--- config.mk ---
export PLATFORM = sky130hd
export DESIGN_NAME = xbar_master_interface
export DESIGN_NICKNAME = d
export VERILOG_FILES = /design/src/rtl/xbar_master_interface.sv
export SDC_FILE = /design/constraint.sdc
export NUM_CORES = 1
export LEC_CHECK = 0
export ABC_CLOCK_PERIOD_IN_PS = 6250
export CORE_AREA = 2 2 205 207
export DETAILED_ROUTE_END_ITERATION = 16
export DIE_AREA = 0 0 207 209
export PLACE_DENSITY_LB_ADDON = 0.3
export SYNTH_ARGS = -nofsm -noshare
export SYNTH_HDL_FRONTEND = slang
export SYNTH_SLANG_ARGS = --single-unit
--- constraint.sdc ---
create_clock -name ACLK -period 6.25 [get_ports ACLK]
set_clock_uncertainty 0.15 [all_clocks]
set_input_delay 0.625 -clock ACLK [delete_from_list [all_inputs] [get_ports ACLK]]
set_output_delay 0.625 -clock ACLK [all_outputs]
set_load 0.01 [all_outputs]
--- src/rtl/xbar_master_interface.sv ---
// Outer-slave port of an AXI crossbar: round-robin AR/AW arbitration over masters,
// W routing locked to the AW owner, and R/B return steering by the ID prefix.
module xbar_master_interface #(
    parameter int ID_WIDTH          = 4,
    parameter int IDS_WIDTH         = 8,
    parameter int ADDR_WIDTH        = 32,
    parameter int LEN_WIDTH         = 4,
    parameter int SIZE_WIDTH        = 3,
    parameter int DATA_WIDTH        = 32,
    parameter int STRB_WIDTH        = 4,
    parameter int masters           = 2,
    parameter int i_am_slave_number = 0,
    localparam int MW = (masters > 1) ? $clog2(masters) : 1,
    localparam int AP = ID_WIDTH + ADDR_WIDTH + LEN_WIDTH + SIZE_WIDTH + 2,
    localparam int WP = DATA_WIDTH + STRB_WIDTH + 1,
    localparam int RP = ID_WIDTH + DATA_WIDTH + 3,
    localparam int BP = ID_WIDTH + 2,
    localparam int HW = IDS_WIDTH - ID_WIDTH
) (
    input  logic                              ACLK,
    input  logic                              ARESET,
    input  logic [masters-1:0]                AR_REQ_M,
    input  logic [masters-1:0][MW-1:0]        AR_DEST_M,
    input  logic [masters-1:0][AP-1:0]        AR_PAYLOAD_M,
    output logic [masters-1:0]                AR_GRANT_M,
    input  logic [masters-1:0]                AW_REQ_M,
    input  logic [masters-1:0][MW-1:0]        AW_DEST_M,
    input  logic [masters-1:0][AP-1:0]        AW_PAYLOAD_M,
    output logic [masters-1:0]                AW_GRANT_M,
    input  logic [masters-1:0]                W_REQ_M,
    input  logic [masters-1:0][WP-1:0]        W_PAYLOAD_M,
    output logic [masters-1:0]                W_GRANT_M,
    output logic                              R_VALID_X,
    input  logic [masters-1:0]                R_READY_X,
    output logic [MW-1:0]                     R_DEST_X,
    output logic [RP-1:0]                     R_PAYLOAD_X,
    output logic                              B_VALID_X,
    input  logic [masters-1:0]                B_READY_X,
    output logic [MW-1:0]                     B_DEST_X,
    output logic [BP-1:0]                     B_PAYLOAD_X,
    output logic [IDS_WIDTH-1:0]              ARID_S,
    output logic [ADDR_WIDTH-1:0]             ARADDR_S,
    output logic [LEN_WIDTH-1:0]              ARLEN_S,
    output logic [SIZE_WIDTH-1:0]             ARSIZE_S,
    output logic [1:0]                        ARBURST_S,
    output logic                              ARVALID_S,
    input  logic                              ARREADY_S,
    output logic [IDS_WIDTH-1:0]              AWID_S,
    output logic [ADDR_WIDTH-1:0]             AWADDR_S,
    output logic [LEN_WIDTH-1:0]              AWLEN_S,
    output logic [SIZE_WIDTH-1:0]             AWSIZE_S,
    output logic [1:0]                        AWBURST_S,
    output logic                              AWVALID_S,
    input  logic                              AWREADY_S,
    output logic [DATA_WIDTH-1:0]             WDATA_S,
    output logic [STRB_WIDTH-1:0]             WSTRB_S,
    output logic                              WLAST_S,
    output logic                              WVALID_S,
    input  logic                              WREADY_S,
    input  logic [IDS_WIDTH-1:0]              RID_S,
    input  logic [DATA_WIDTH-1:0]             RDATA_S,
    input  logic [1:0]                        RRESP_S,
    input  logic                              RLAST_S,
    input  logic                              RVALID_S,
    output logic                              RREADY_S,
    input  logic [IDS_WIDTH-1:0]              BID_S,
    input  logic [1:0]                        BRESP_S,
    input  logic                              BVALID_S,
    output logic                              BREADY_S
);

    typedef enum logic [1:0] {W_IDLE, W_ACTIVE, W_LAST} w_state_t;

    w_state_t          r_wstate;
    logic [MW-1:0]     r_ar_ptr, r_aw_ptr, r_w_owner;
    logic [masters-1:0] w_ar_elig, w_aw_elig;
    logic [MW:0]       w_ar_pick, w_aw_pick;
    logic [MW-1:0]     w_ar_idx, w_aw_idx;
    logic              w_ar_go, w_aw_go, w_w_go;
    logic [AP-1:0]     w_ar_pl, w_aw_pl;
    logic [WP-1:0]     w_w_pl;
    logic [HW-1:0]     w_r_hi, w_b_hi;
    logic              w_r_keep, w_b_keep;

    // Returns {found, index}; search starts at ptr and wraps.
    function automatic logic [MW:0] rr_pick(input logic [masters-1:0] req, input logic [MW-1:0] ptr);
        logic [MW:0] res;
        int unsigned k;
        res = '0;
        for (int unsigned i = 0; i < masters; i++) begin
            k = 32'(ptr) + i;
            if (k >= masters) k = k - masters;
            if (!res[MW] && req[MW'(k)]) res = {1'b1, MW'(k)};
        end
        return res;
    endfunction

    function automatic logic [MW-1:0] rr_next(input logic [MW-1:0] idx);
        return (32'(idx) == masters - 1) ? '0 : idx + 1'b1;
    endfunction

    for (genvar g = 0; g < masters; g++) begin : g_elig
        assign w_ar_elig[g] = AR_REQ_M[g] & (AR_DEST_M[g] == MW'(i_am_slave_number));
        assign w_aw_elig[g] = AW_REQ_M[g] & (AW_DEST_M[g] == MW'(i_am_slave_number));
    end

    assign w_ar_pick = rr_pick(w_ar_elig, r_ar_ptr);
    assign w_aw_pick = rr_pick(w_aw_elig, r_aw_ptr);
    assign w_ar_idx  = w_ar_pick[MW-1:0];
    assign w_aw_idx  = w_aw_pick[MW-1:0];
    assign w_ar_pl   = AR_PAYLOAD_M[w_ar_idx];
    assign w_aw_pl   = AW_PAYLOAD_M[w_aw_idx];
    assign w_w_pl    = W_PAYLOAD_M[r_w_owner];

    assign w_ar_go = ~ARESET & w_ar_pick[MW] & (~ARVALID_S | ARREADY_S);
    assign w_aw_go = ~ARESET & w_aw_pick[MW] & (~AWVALID_S | AWREADY_S) & (r_wstate == W_IDLE);
    assign w_w_go  = ~ARESET & (r_wstate == W_ACTIVE) & W_REQ_M[r_w_owner] & (~WVALID_S | WREADY_S);

    always_comb begin
        AR_GRANT_M = '0;
        AW_GRANT_M = '0;
        W_GRANT_M  = '0;
        if (w_ar_go) AR_GRANT_M[w_ar_idx]  = 1'b1;
        if (w_aw_go) AW_GRANT_M[w_aw_idx]  = 1'b1;
        if (w_w_go)  W_GRANT_M[r_w_owner]  = 1'b1;
    end

    always_ff @(posedge ACLK or posedge ARESET) begin
        if (ARESET) begin
            ARVALID_S <= 1'b0;
            ARID_S    <= '0;
            ARADDR_S  <= '0;
            ARLEN_S   <= '0;
            ARSIZE_S  <= '0;
            ARBURST_S <= '0;
            r_ar_ptr  <= '0;
        end else if (w_ar_go) begin
            ARVALID_S <= 1'b1;
            ARID_S    <= IDS_WIDTH'({w_ar_idx, w_ar_pl[AP-1 -: ID_WIDTH]});
            {ARADDR_S, ARLEN_S, ARSIZE_S, ARBURST_S} <= w_ar_pl[AP-ID_WIDTH-1:0];
            r_ar_ptr  <= rr_next(w_ar_idx);
        end else if (ARREADY_S) begin
            ARVALID_S <= 1'b0;
        end
    end

    // AW register, W register and the W ownership FSM share one process so the
    // AW grant and the W lock are updated together.
    always_ff @(posedge ACLK or posedge ARESET) begin
        if (ARESET) begin
            r_wstate  <= W_IDLE;
            r_w_owner <= '0;
            r_aw_ptr  <= '0;
            AWVALID_S <= 1'b0;
            AWID_S    <= '0;
            AWADDR_S  <= '0;
            AWLEN_S   <= '0;
            AWSIZE_S  <= '0;
            AWBURST_S <= '0;
            WVALID_S  <= 1'b0;
            WDATA_S   <= '0;
            WSTRB_S   <= '0;
            WLAST_S   <= 1'b0;
        end else begin
            if (w_aw_go) begin
                AWVALID_S <= 1'b1;
                AWID_S    <= IDS_WIDTH'({w_aw_idx, w_aw_pl[AP-1 -: ID_WIDTH]});
                {AWADDR_S, AWLEN_S, AWSIZE_S, AWBURST_S} <= w_aw_pl[AP-ID_WIDTH-1:0];
                r_aw_ptr  <= rr_next(w_aw_idx);
            end else if (AWREADY_S) begin
                AWVALID_S <= 1'b0;
            end

            if (w_w_go) begin
                WVALID_S <= 1'b1;
                {WDATA_S, WSTRB_S, WLAST_S} <= w_w_pl;
            end else if (WREADY_S) begin
                WVALID_S <= 1'b0;
            end

            case (r_wstate)
                W_IDLE: begin
                    if (w_aw_go) begin
                        r_wstate  <= W_ACTIVE;
                        r_w_owner <= w_aw_idx;
                    end
                end
                W_ACTIVE: begin
                    if (w_w_go && w_w_pl[0]) r_wstate <= W_LAST;
                end
                W_LAST: begin
                    if (WVALID_S && WREADY_S && WLAST_S) r_wstate <= W_IDLE;
                end
                default: r_wstate <= W_IDLE;
            endcase
        end
    end

    // The whole ID prefix is checked so out-of-range destinations are dropped.
    assign w_r_hi   = RID_S[IDS_WIDTH-1:ID_WIDTH];
    assign w_b_hi   = BID_S[IDS_WIDTH-1:ID_WIDTH];
    assign w_r_keep = 32'(w_r_hi) < 32'(masters);
    assign w_b_keep = 32'(w_b_hi) < 32'(masters);
    assign RREADY_S = ~R_VALID_X | (R_READY_X[R_DEST_X] & R_VALID_X);
    assign BREADY_S = ~B_VALID_X | (B_READY_X[B_DEST_X] & B_VALID_X);

    always_ff @(posedge ACLK or posedge ARESET) begin
        if (ARESET) begin
            R_VALID_X   <= 1'b0;
            R_DEST_X    <= '0;
            R_PAYLOAD_X <= '0;
        end else if (RVALID_S && RREADY_S) begin
            R_VALID_X   <= w_r_keep;
            R_DEST_X    <= RID_S[ID_WIDTH +: MW];
            R_PAYLOAD_X <= {RID_S[ID_WIDTH-1:0], RDATA_S, RRESP_S, RLAST_S};
        end else if (R_READY_X[R_DEST_X]) begin
            R_VALID_X   <= 1'b0;
        end
    end

    always_ff @(posedge ACLK or posedge ARESET) begin
        if (ARESET) begin
            B_VALID_X   <= 1'b0;
            B_DEST_X    <= '0;
            B_PAYLOAD_X <= '0;
        end else if (BVALID_S && BREADY_S) begin
            B_VALID_X   <= w_b_keep;
            B_DEST_X    <= BID_S[ID_WIDTH +: MW];
            B_PAYLOAD_X <= {BID_S[ID_WIDTH-1:0], BRESP_S};
        end else if (B_READY_X[B_DEST_X]) begin
            B_VALID_X   <= 1'b0;
        end
    end

endmodule

==> flow_summary.html, run 1 <==
<table>
<tr><th>Metric</th><th>Value</th></tr>
<tr><th colspan="2">Status</th></tr>
<tr><td>Status</td><td>completed</td></tr>
<tr><th colspan="2">Floorplan</th></tr>
<tr><td>Standard-cell rows</td><td>75</td></tr>
<tr><td>Die span in x</td><td>just over 200 µm</td></tr>
<tr><td>DIE AREA</td><td>43300 µm²</td></tr>
<tr><td>Die outline height</td><td>between 200 and 250 µm</td></tr>
<tr><td>Initial Util</td><td>approximately a fifth</td></tr>
<tr><td>Standard cell core area</td><td>between 40000 and 50000 µm²</td></tr>
<tr><td>Boundary Pins</td><td>roughly 520</td></tr>
<tr><th colspan="2">Clock tree</th></tr>
<tr><td>Setup repair bufs after CTS</td><td>0</td></tr>
<tr><td>Max H-tree Level</td><td>4</td></tr>
<tr><td>Clock Tree Root</td><td>clkbuf_16</td></tr>
<tr><td>Number of clock sinks</td><td>185</td></tr>
<tr><td>Cts hold-fix bufs</td><td>0</td></tr>
<tr><td>CTS tree</td><td>built</td></tr>
<tr><td>Insertion delay to the later sink of the worst-skew pair</td><td>~440 ps</td></tr>
<tr><td>Post-cts resize count</td><td>0</td></tr>
<tr><td>Clock slew seen by the registers of the worst setup and hold paths</td><td>70 ps</td></tr>
<tr><td>Number of clock buffers inserted by TritonCTS</td><td>17</td></tr>
<tr><td>Clock Tree Buf Depth</td><td>2</td></tr>
<tr><th colspan="2">Cells and area</th></tr>
<tr><td>Layout Nets</td><td>about 1.5k</td></tr>
<tr><td>Filler cell count in the final layout</td><td>4214</td></tr>
<tr><td>Final cell count without fillers</td><td>between 1.5k and 2k</td></tr>
<tr><td>Final cell utilization of the core</td><td>roughly a third</td></tr>
<tr><td>Layout cell share with drive strength beyond 1</td><td>7.76%</td></tr>
<tr><td>Footprint of the flip-flops and latches</td><td>4630 µm²</td></tr>
<tr><td>Cell area after layout</td><td>approximately 14000 µm²</td></tr>
<tr><td>Number of diodes</td><td>0</td></tr>
<tr><td>Area delta synth-&gt;final</td><td>74.7%</td></tr>
<tr><td>Multi-input gate area in the final layout</td><td>approximately 3300 µm²</td></tr>
<tr><th colspan="2">Critical path</th></tr>
<tr><td>Cell-by-cell trace of the critical path</td><td>clkdlybuf4s50_1, a221oi_4, buf_4, nor2b_1, clkdlybuf4s50_1</td></tr>
<tr><td>Largest delay share family, worst path</td><td>buffers and inverters</td></tr>
<tr><td>Max incr delay on CP</td><td>between 600 and 700 ps</td></tr>
<tr><td>Data arrival time of the critical path</td><td>between 2000 and 3000 ps</td></tr>
<tr><td>Sort of element at the end of the critical path</td><td>primary output</td></tr>
<tr><td>Required @ worst endpoint</td><td>approximately 5500 ps</td></tr>
<tr><td>Element type at the critical path start</td><td>input port</td></tr>
<tr><td>Slowest stage cell on the critical path</td><td>clkdlybuf4s50_1</td></tr>
<tr><td>Number of buffers and inverters on the critical path</td><td>3</td></tr>
<tr><td>Worst setup path startpoint</td><td>ARESET</td></tr>
<tr><td>Path type of the worst setup path</td><td>input port to primary output</td></tr>
<tr><td>Reg-to-Reg Start</td><td>r_w_owner</td></tr>
<tr><td>Flop-to-flop setup slack</td><td>3670 ps</td></tr>
<tr><td>Number of cells on the worst reg-to-reg path</td><td>6</td></tr>
<tr><td>Levels on crit path</td><td>5</td></tr>
<tr><td>Crit Path Max Fanout</td><td>between 60 and 70</td></tr>
<tr><td>Worst R2R End</td><td>r_wstate[1]</td></tr>
<tr><td>Capture point of the critical path</td><td>AR_GRANT_M[0]</td></tr>
<tr><td>Most common cell type on the critical path</td><td>clkdlybuf4s50_1</td></tr>
<tr><th colspan="2">STA</th></tr>
<tr><td>Highest Clock Rate</td><td>between 200 and 300 MHz</td></tr>
<tr><td>Relative slew slack</td><td>between 40 and 50%</td></tr>
<tr><td>Setup slack of the critical path after layout</td><td>between 2000 and 3000 ps</td></tr>
<tr><td>RSZ-0062 raised after global routing</td><td>false</td></tr>
<tr><td>Setup violation total in the final timing report</td><td>0</td></tr>
<tr><td>Setup tns final</td><td>0 ps</td></tr>
<tr><td>Worst hold slack</td><td>~330 ps</td></tr>
<tr><td>Number of failing hold endpoints at the final stage</td><td>0</td></tr>
<tr><td>Actual slew at the worst max-slew pin</td><td>799 ps</td></tr>
<tr><td>Max-slew violation count</td><td>0</td></tr>
<tr><td>Share of the cycle needed by the critical path after routing</td><td>59.3%</td></tr>
<tr><td>Time the final worst path needs with I/O delays and setup</td><td>3700 ps</td></tr>
<tr><th colspan="2">Global routing</th></tr>
<tr><td>Total track usage</td><td>12.7%</td></tr>
<tr><td>First-pass GRT wire length</td><td>around 42000 µm</td></tr>
<tr><td>Initial antenna violation count</td><td>0</td></tr>
<tr><td>Grt ovf</td><td>0</td></tr>
<tr><td>Vias in the first global route</td><td>just over 7k</td></tr>
<tr><td>Largest net degree at the start of global routing</td><td>106</td></tr>
<tr><th colspan="2">Synthesis</th></tr>
<tr><td>Number of synthesized register bits</td><td>around 190</td></tr>
<tr><td>Yosys synthesis warning count</td><td>0</td></tr>
<tr><td>Part of the Yosys area used for sequential elements</td><td>between 50% and 60%</td></tr>
<tr><td>Number of distinct library cells after synthesis</td><td>36</td></tr>
<tr><td>Primary flip-flop cell chosen by synthesis mapping</td><td>dfrtp_1</td></tr>
<tr><td>Synthesized area per cell</td><td>11.6 µm²</td></tr>
<tr><td>Gate Count Post-Synth</td><td>a little over 700</td></tr>
<tr><td>Post-synthesis instance area</td><td>between 8000 and 9000 µm²</td></tr>
<tr><td>Number of synthesized flops with an enable pin</td><td>0</td></tr>
<tr><td>Async S/R FF share, synth</td><td>100%</td></tr>
<tr><th colspan="2">Place</th></tr>
<tr><td>Number of placed instances with taps included</td><td>between 1.5k and 2k</td></tr>
<tr><td>Post-Place Worst Slack</td><td>2470 ps</td></tr>
<tr><td>Last weighted congestion value of the routability-driven placer</td><td>~0.77</td></tr>
<tr><td>DP Area</td><td>~14000 µm²</td></tr>
<tr><td>Number of port buffers</td><td>just over 500</td></tr>
<tr><td>Hpwl dp</td><td>between 20000 and 25000 µm</td></tr>
<tr><th colspan="2">Detailed routing</th></tr>
<tr><td>Initial DRC Count</td><td>309</td></tr>
<tr><td>Via density per instance</td><td>slightly below 4</td></tr>
<tr><td>Remaining DRCs</td><td>0</td></tr>
<tr><td>Total vias in the final route</td><td>between 7k and 8k</td></tr>
<tr><td>Antenna viol nets, final</td><td>0</td></tr>
<tr><td>DRT Wirelength</td><td>~28000 µm</td></tr>
<tr><td>Routed length per placed instance</td><td>between 15 and 20 µm</td></tr>
<tr><td>Pre-Repair DR Iteration Count</td><td>5</td></tr>
<tr><th colspan="2">Run</th></tr>
<tr><td>Number of maximum-capacitance violations</td><td>0</td></tr>
<tr><th colspan="2">Power</th></tr>
<tr><td>Worst voltage drop across the vdd grid</td><td>around 0.16 mV</td></tr>
<tr><td>Pwr/cell area</td><td>325 nW/µm²</td></tr>
<tr><td>Post-layout total power</td><td>4.70 mW</td></tr>
<tr><td>Total leakage power</td><td>between 5 and 6 nW</td></tr>
<tr><th colspan="2">Worst hold path</th></tr>
<tr><td>Class of the worst hold path</td><td>register to register</td></tr>
</table>
## cells by family (layout without fill, tap and decap cells)
kind of cell / after synthesis / in the layout / share of synthesized area, %
AOI/OAI and AO/OA: 140 / 140 / 9.14
buffers and inverters: 61 / 564 / 4.89
DFF: 185 / 185 / 55.9
muxes: 178 / 178 / 22.3
other: 1 / 6 / 0.0453
and+or+nand+nor: 152 / 152 / 7.75
## layout make-up
class	instances	area share, %
timing repair buffer	525	36.2
multi-input combinational	476	22.8
inverter	7	0.233
sequential	185	32.0
clock buffer	20	3.09
tap	539	4.66
clock inverter	12	0.968
## cell usage after synthesis, types with 3 or more instances
master,count,share of area (%)
dfrtp_1,185,56
mux2i_1,129,16
nand2_1,85,3.9
o21ai_0,69,4.2
nor2_1,51,2.3
a21oi_1,48,2.9
mux2_2,41,5.6
buf_4,20,1.8
buf_2,16,0.97
o21ai_1,12,0.72
clkbuf_1,10,0.45
inv_1,7,0.32
mux2_1,7,0.95
buf_6,5,0.68
a21o_1,3,0.27
nand2b_4,3,0.50
nor2b_1,3,0.23
## worst reg2reg max path: stages (launching register included)
cell and delay (ps):
dfrtp_2 340, buf_4 530, mux2_4 390, nand4_2 90, buf_4 510, nor2_1 210, a31o_2 260
## state kept, by name (all words and copies together) (netlist names), 3 cells and up
register / count
B_PAYLOAD_X: 6
WSTRB_S: 4
WDATA_S: 32
AWLEN_S: 4
ARID_S: 5
ARSIZE_S: 3
AWSIZE_S: 3
ARADDR_S: 32
AWID_S: 4
ARLEN_S: 4
AWADDR_S: 32
R_PAYLOAD_X: 39
## cell usage in the layout, fill, tap and decap left out, types with 3 or more instances in the layout
cell | netlist | layout
mux2_1 | 7 | 7
inv_1 | 7 | 6
o21ai_1 | 12 | 12
dfrtp_1 | 185 | 184
clkinv_4 | 0 | 3
clkdlybuf4s50_1 | 0 | 516
buf_4 | 20 | 8
nor2b_1 | 3 | 3
conb_1 | 1 | 6
o21ai_0 | 69 | 69
nand2_1 | 85 | 85
mux2i_1 | 129 | 129
a21oi_1 | 48 | 47
mux2_2 | 41 | 41
clkbuf_16 | 0 | 17
nand2b_4 | 3 | 3
nor2_1 | 51 | 51
a21o_1 | 3 | 3
## power breakdown
| part | switching, mW | internal (mW) | total [mW] |
|---|---|---|---|
| combinational | 0.794 | 1.05 | 1.84 |
| clock | 0.496 | 0.606 | 1.10 |
| sequential | 0.200 | 1.56 | 1.76 |
| total | 1.49 | 3.21 | 4.70 |
## how the worst min path moves through the flow
stage                            start      endpoint  slack [ps]  cells after the start
after global routing       AWADDR_S[6]   AWADDR_S[6]         350                      2
after floorplan            r_wstate[1]   r_wstate[0]         330                      1
after detailed placement  AWADDR_S[29]  AWADDR_S[29]         320                      2
final                       AWLEN_S[3]    AWLEN_S[3]         330                      2
after global placement     AWSIZE_S[2]   AWSIZE_S[2]         310                      2
after CTS                   WDATA_S[0]    WDATA_S[0]         330                      2
## per-layer routing
metal  part of all wire, %  vias up  global-route usage [%]
met4                   1.8        0                    4.14
met5                     0        -                       0
li1                      -     3448                       -
met2                    50      264                    21.6
met1                    41     3279                    14.7
met3                   7.5       26                    4.64
(Power assumes the default switching activity.)
==> run 2: changes to the inputs <==
Settings changed: ABC_CLOCK_PERIOD_IN_PS 6250 to 3200, CORE_AREA 2 2 205 207 to 2 2 201 203, DIE_AREA 0 0 207 209 to 0 0 203 205.
Clock period 6.25 ns to 3.2 ns, I/O delays scaled along.
==> run 2 against run 1 <==
Compared with the run above:
- power is 97% higher
- sequential share of layout area is 0.24 points lower
- count of clock-buffer cells in the layout is 3 higher
- final cell count is 0.17% lower
- critical path depth stayed put
- sequential power is 97% higher
- highest routed layer unchanged
- global-route usage is 0.59 points higher
- clock power is 98% higher
- sequential cell count stayed put
- first-iteration DRC count is 23% lower
- largest power group unchanged
- worst setup slack worse by 2100 ps
==> flow_summary.html, run 2 (synthesized netlist as in run 1, its figures left out) <==
<table>
<tr><th>Metric</th><th>Value</th></tr>
<tr><th colspan="2">Status</th></tr>
<tr><td>Status</td><td>completed</td></tr>
<tr><th colspan="2">Cells and area</th></tr>
<tr><td>Top library cells by usage in the layout, fill and taps aside</td><td>clkdlybuf4s50_1 (516), dfrtp_1 (184), mux2i_1 (129)</td></tr>
<tr><td>Largest reg by FF count</td><td>R_PAYLOAD_X</td></tr>
<tr><td>Footprint of the flip-flops and latches</td><td>4630 µm² (unchanged)</td></tr>
<tr><td>Final cell utilization of the core</td><td>37.0% (+2.0 points)</td></tr>
<tr><td>Area delta synth-&gt;final</td><td>76.0%</td></tr>
<tr><td>Number of diodes</td><td>0 (unchanged)</td></tr>
<tr><td>Layout cell share with drive strength beyond 1</td><td>8.58% (+0.82 points)</td></tr>
<tr><td>Filler cell count in the final layout</td><td>3937 (-6.6%)</td></tr>
<tr><td>Flip-flop count of the largest register after layout</td><td>39 (unchanged)</td></tr>
<tr><td>Most common cell after layout, fill and taps aside</td><td>clkdlybuf4s50_1</td></tr>
<tr><td>Multi-input gate area in the final layout</td><td>3300 µm² (unchanged)</td></tr>
<tr><td>Layout Nets</td><td>1551 (+0.71%)</td></tr>
<tr><th colspan="2">Critical path</th></tr>
<tr><td>Path type of the worst setup path</td><td>input port to primary output</td></tr>
<tr><td>Element type at the critical path start</td><td>input port</td></tr>
<tr><td>Crit Path Max Fanout</td><td>3 (-95%)</td></tr>
<tr><td>Flop-to-flop setup slack</td><td>930 ps (-2740 ps)</td></tr>
<tr><td>Reg-to-Reg Start</td><td>r_w_owner</td></tr>
<tr><td>Sort of element at the end of the critical path</td><td>primary output</td></tr>
<tr><td>Data arrival time of the critical path</td><td>2310 ps (-620 ps)</td></tr>
<tr><td>Required @ worst endpoint</td><td>2730 ps (-2740 ps)</td></tr>
<tr><td>Worst R2R End</td><td>r_wstate[1]</td></tr>
<tr><td>Number of cells on the worst reg-to-reg path</td><td>5 (-1)</td></tr>
<tr><th colspan="2">Clock tree</th></tr>
<tr><td>Number of clock sinks</td><td>185 (unchanged)</td></tr>
<tr><td>Cts hold-fix bufs</td><td>0 (unchanged)</td></tr>
<tr><td>Setup repair bufs after CTS</td><td>0 (unchanged)</td></tr>
<tr><td>CTS tree</td><td>built</td></tr>
<tr><td>Clock Tree Buf Depth</td><td>2 (unchanged)</td></tr>
<tr><td>Clock slew seen by the registers of the worst setup and hold paths</td><td>70 ps (about the same)</td></tr>
<tr><td>Max H-tree Level</td><td>4 (unchanged)</td></tr>
<tr><td>Clock Tree Root</td><td>clkbuf_16</td></tr>
<tr><td>Insertion delay to the later sink of the worst-skew pair</td><td>440 ps (about the same)</td></tr>
<tr><td>Number of clock buffers inserted by TritonCTS</td><td>17 (unchanged)</td></tr>
<tr><td>Post-cts resize count</td><td>0 (unchanged)</td></tr>
<tr><th colspan="2">Floorplan</th></tr>
<tr><td>Boundary Pins</td><td>523 (unchanged)</td></tr>
<tr><td>DIE AREA</td><td>41600 µm² (-3.8%)</td></tr>
<tr><td>Initial Util</td><td>21.0% (+0.98 points)</td></tr>
<tr><td>Standard-cell rows</td><td>73 (-2.7%)</td></tr>
<tr><td>Standard cell core area</td><td>39400 µm² (-4.7%)</td></tr>
<tr><td>Die outline height</td><td>205 µm (-1.9%)</td></tr>
<tr><td>Die span in x</td><td>203 µm (-1.9%)</td></tr>
<tr><th colspan="2">Global routing</th></tr>
<tr><td>Initial antenna violation count</td><td>0 (unchanged)</td></tr>
<tr><td>Vias in the first global route</td><td>7055 (-0.028%)</td></tr>
<tr><td>Grt ovf</td><td>0 (unchanged)</td></tr>
<tr><td>Largest net degree at the start of global routing</td><td>74 (-30%)</td></tr>
<tr><td>Total track usage</td><td>13.3% (+0.59 points)</td></tr>
<tr><td>First-pass GRT wire length</td><td>41600 µm (-1.8%)</td></tr>
<tr><th colspan="2">STA</th></tr>
<tr><td>Relative slew slack</td><td>48.8% (+2.1 points)</td></tr>
<tr><td>Share of the cycle needed by the critical path after routing</td><td>between 80% and 90%</td></tr>
<tr><td>Highest Clock Rate</td><td>360 MHz</td></tr>
<tr><td>Number of failing hold endpoints at the final stage</td><td>0 (unchanged)</td></tr>
<tr><td>RSZ-0062 raised after global routing</td><td>false</td></tr>
<tr><td>Setup violation total in the final timing report</td><td>0 (unchanged)</td></tr>
<tr><td>Setup tns final</td><td>0 ps (unchanged)</td></tr>
<tr><td>Time the final worst path needs with I/O delays and setup</td><td>approximately 2800 ps</td></tr>
<tr><td>Max-slew violation count</td><td>0 (unchanged)</td></tr>
<tr><td>Actual slew at the worst max-slew pin</td><td>768 ps (-30.8 ps)</td></tr>
<tr><td>Worst hold slack</td><td>274 ps (-52.9 ps)</td></tr>
<tr><th colspan="2">Detailed routing</th></tr>
<tr><td>Total vias in the final route</td><td>7027 (+0.14%)</td></tr>
<tr><td>Routed length per placed instance</td><td>16.1 µm (+2.3%)</td></tr>
<tr><td>DRT Wirelength</td><td>28400 µm (+2.1%)</td></tr>
<tr><td>Antenna viol nets, final</td><td>0 (unchanged)</td></tr>
<tr><td>Via density per instance</td><td>3.99 (+0.31%)</td></tr>
<tr><td>Pre-Repair DR Iteration Count</td><td>4 (-1)</td></tr>
<tr><td>Remaining DRCs</td><td>0 (unchanged)</td></tr>
<tr><td>Initial DRC Count</td><td>239 (-23%)</td></tr>
<tr><th colspan="2">Power</th></tr>
<tr><td>Post-layout total power</td><td>9.24 mW (+97%)</td></tr>
<tr><td>Worst voltage drop across the vdd grid</td><td>0.306 mV (+87%)</td></tr>
<tr><td>Total leakage power</td><td>5.93 nW (+1.1%)</td></tr>
<tr><td>Pwr/cell area</td><td>634 nW/µm² (+95%)</td></tr>
<tr><th colspan="2">Worst hold path</th></tr>
<tr><td>Worst hold stages</td><td>2 (unchanged)</td></tr>
<tr><td>WHS Endpoint</td><td>R_VALID_X</td></tr>
<tr><td>Hold path startpoint</td><td>RID_S[5]</td></tr>
<tr><td>Class of the worst hold path</td><td>input port to register</td></tr>
<tr><th colspan="2">Place</th></tr>
<tr><td>Hpwl dp</td><td>22600 µm (+4.5%)</td></tr>
<tr><td>Last weighted congestion value of the routability-driven placer</td><td>0.755 (-2.0%)</td></tr>
<tr><td>Number of port buffers</td><td>516 (unchanged)</td></tr>
<tr><th colspan="2">Run</th></tr>
<tr><td>Number of maximum-capacitance violations</td><td>0 (unchanged)</td></tr>
</table>
[run 2: cell count changes in the layout (fill, tap and decap cells not counted)]
cell / before / now
buf_12: 1 / 4
clkinv_4: 3 / 1
inv_8: 2 / 0
clkbuf_8: 1 / 4
buf_4: 8 / 16
clkinvlp_4: 2 / 3
[run 2: area by class of cell]
class | count | share of cell area (%)
multi-input combinational | 476 | 22.6
timing repair buffer | 536 | 36.8
clock inverter | 9 | 0.764
clock buffer | 23 | 3.35
tap | 525 | 4.50
sequential | 185 | 31.8
inverter | 7 | 0.206
[run 2: metal layers]
layer  vias up  GRT usage [%]  wire [µm]
met2       279           23.0      14200
met4         0           4.48        453
met1      3254           15.4      11400
li1       3469              -          -
met3        25           4.34       2330
met5         -              0          0
[run 2: how the worst max path moves through the flow]
stage	start	to	slack [ps]	cells after the start
2_1_floorplan	ARESET	ARADDR_S[0]	350	1
3_3_place_gp	AW_REQ_M[1]	AW_GRANT_M[0]	290	5
3_5_place_dp	ARESET	AW_GRANT_M[0]	340	5
4_1_cts	r_wstate[1]	AW_GRANT_M[0]	320	4
5_1_grt	r_wstate[1]	AW_GRANT_M[1]	260	4
6_report	ARESET	AW_GRANT_M[1]	420	5
[run 2: through the flow]
step | worst slack [ps] | instance area [µm²] | cells
after floorplan | 351 | 8310 | 722
after global placement | 292 | 14000 | 1729
after detailed placement | 338 | 14000 | 1729
after CTS | 315 | 14600 | 1761
after global routing | 262 | 14600 | 1761
final | 422 | 14600 | 1761
[run 2: critical path, cell delays in order]
cell and delay (ps):
clkdlybuf4s50_1 510, nor2_2 290, o2111ai_4 180, nor3_1 380
clkdlybuf4s50_1 620
[run 2: report_power, final]
| group | total, mW | switching (mW) | internal (mW) |
|---|---|---|---|
| sequential | 3.47 | 0.423 | 3.05 |
| combinational | 3.59 | 1.53 | 2.06 |
| clock | 2.18 | 0.945 | 1.24 |
| total | 9.24 | 2.90 | 6.35 |
==> run 3: changes to the inputs <==
Settings changed: ABC_CLOCK_PERIOD_IN_PS 3200 to unset.
==> results of run 3 <==
Final layout, timing and power as in run 2 (identical DEF).
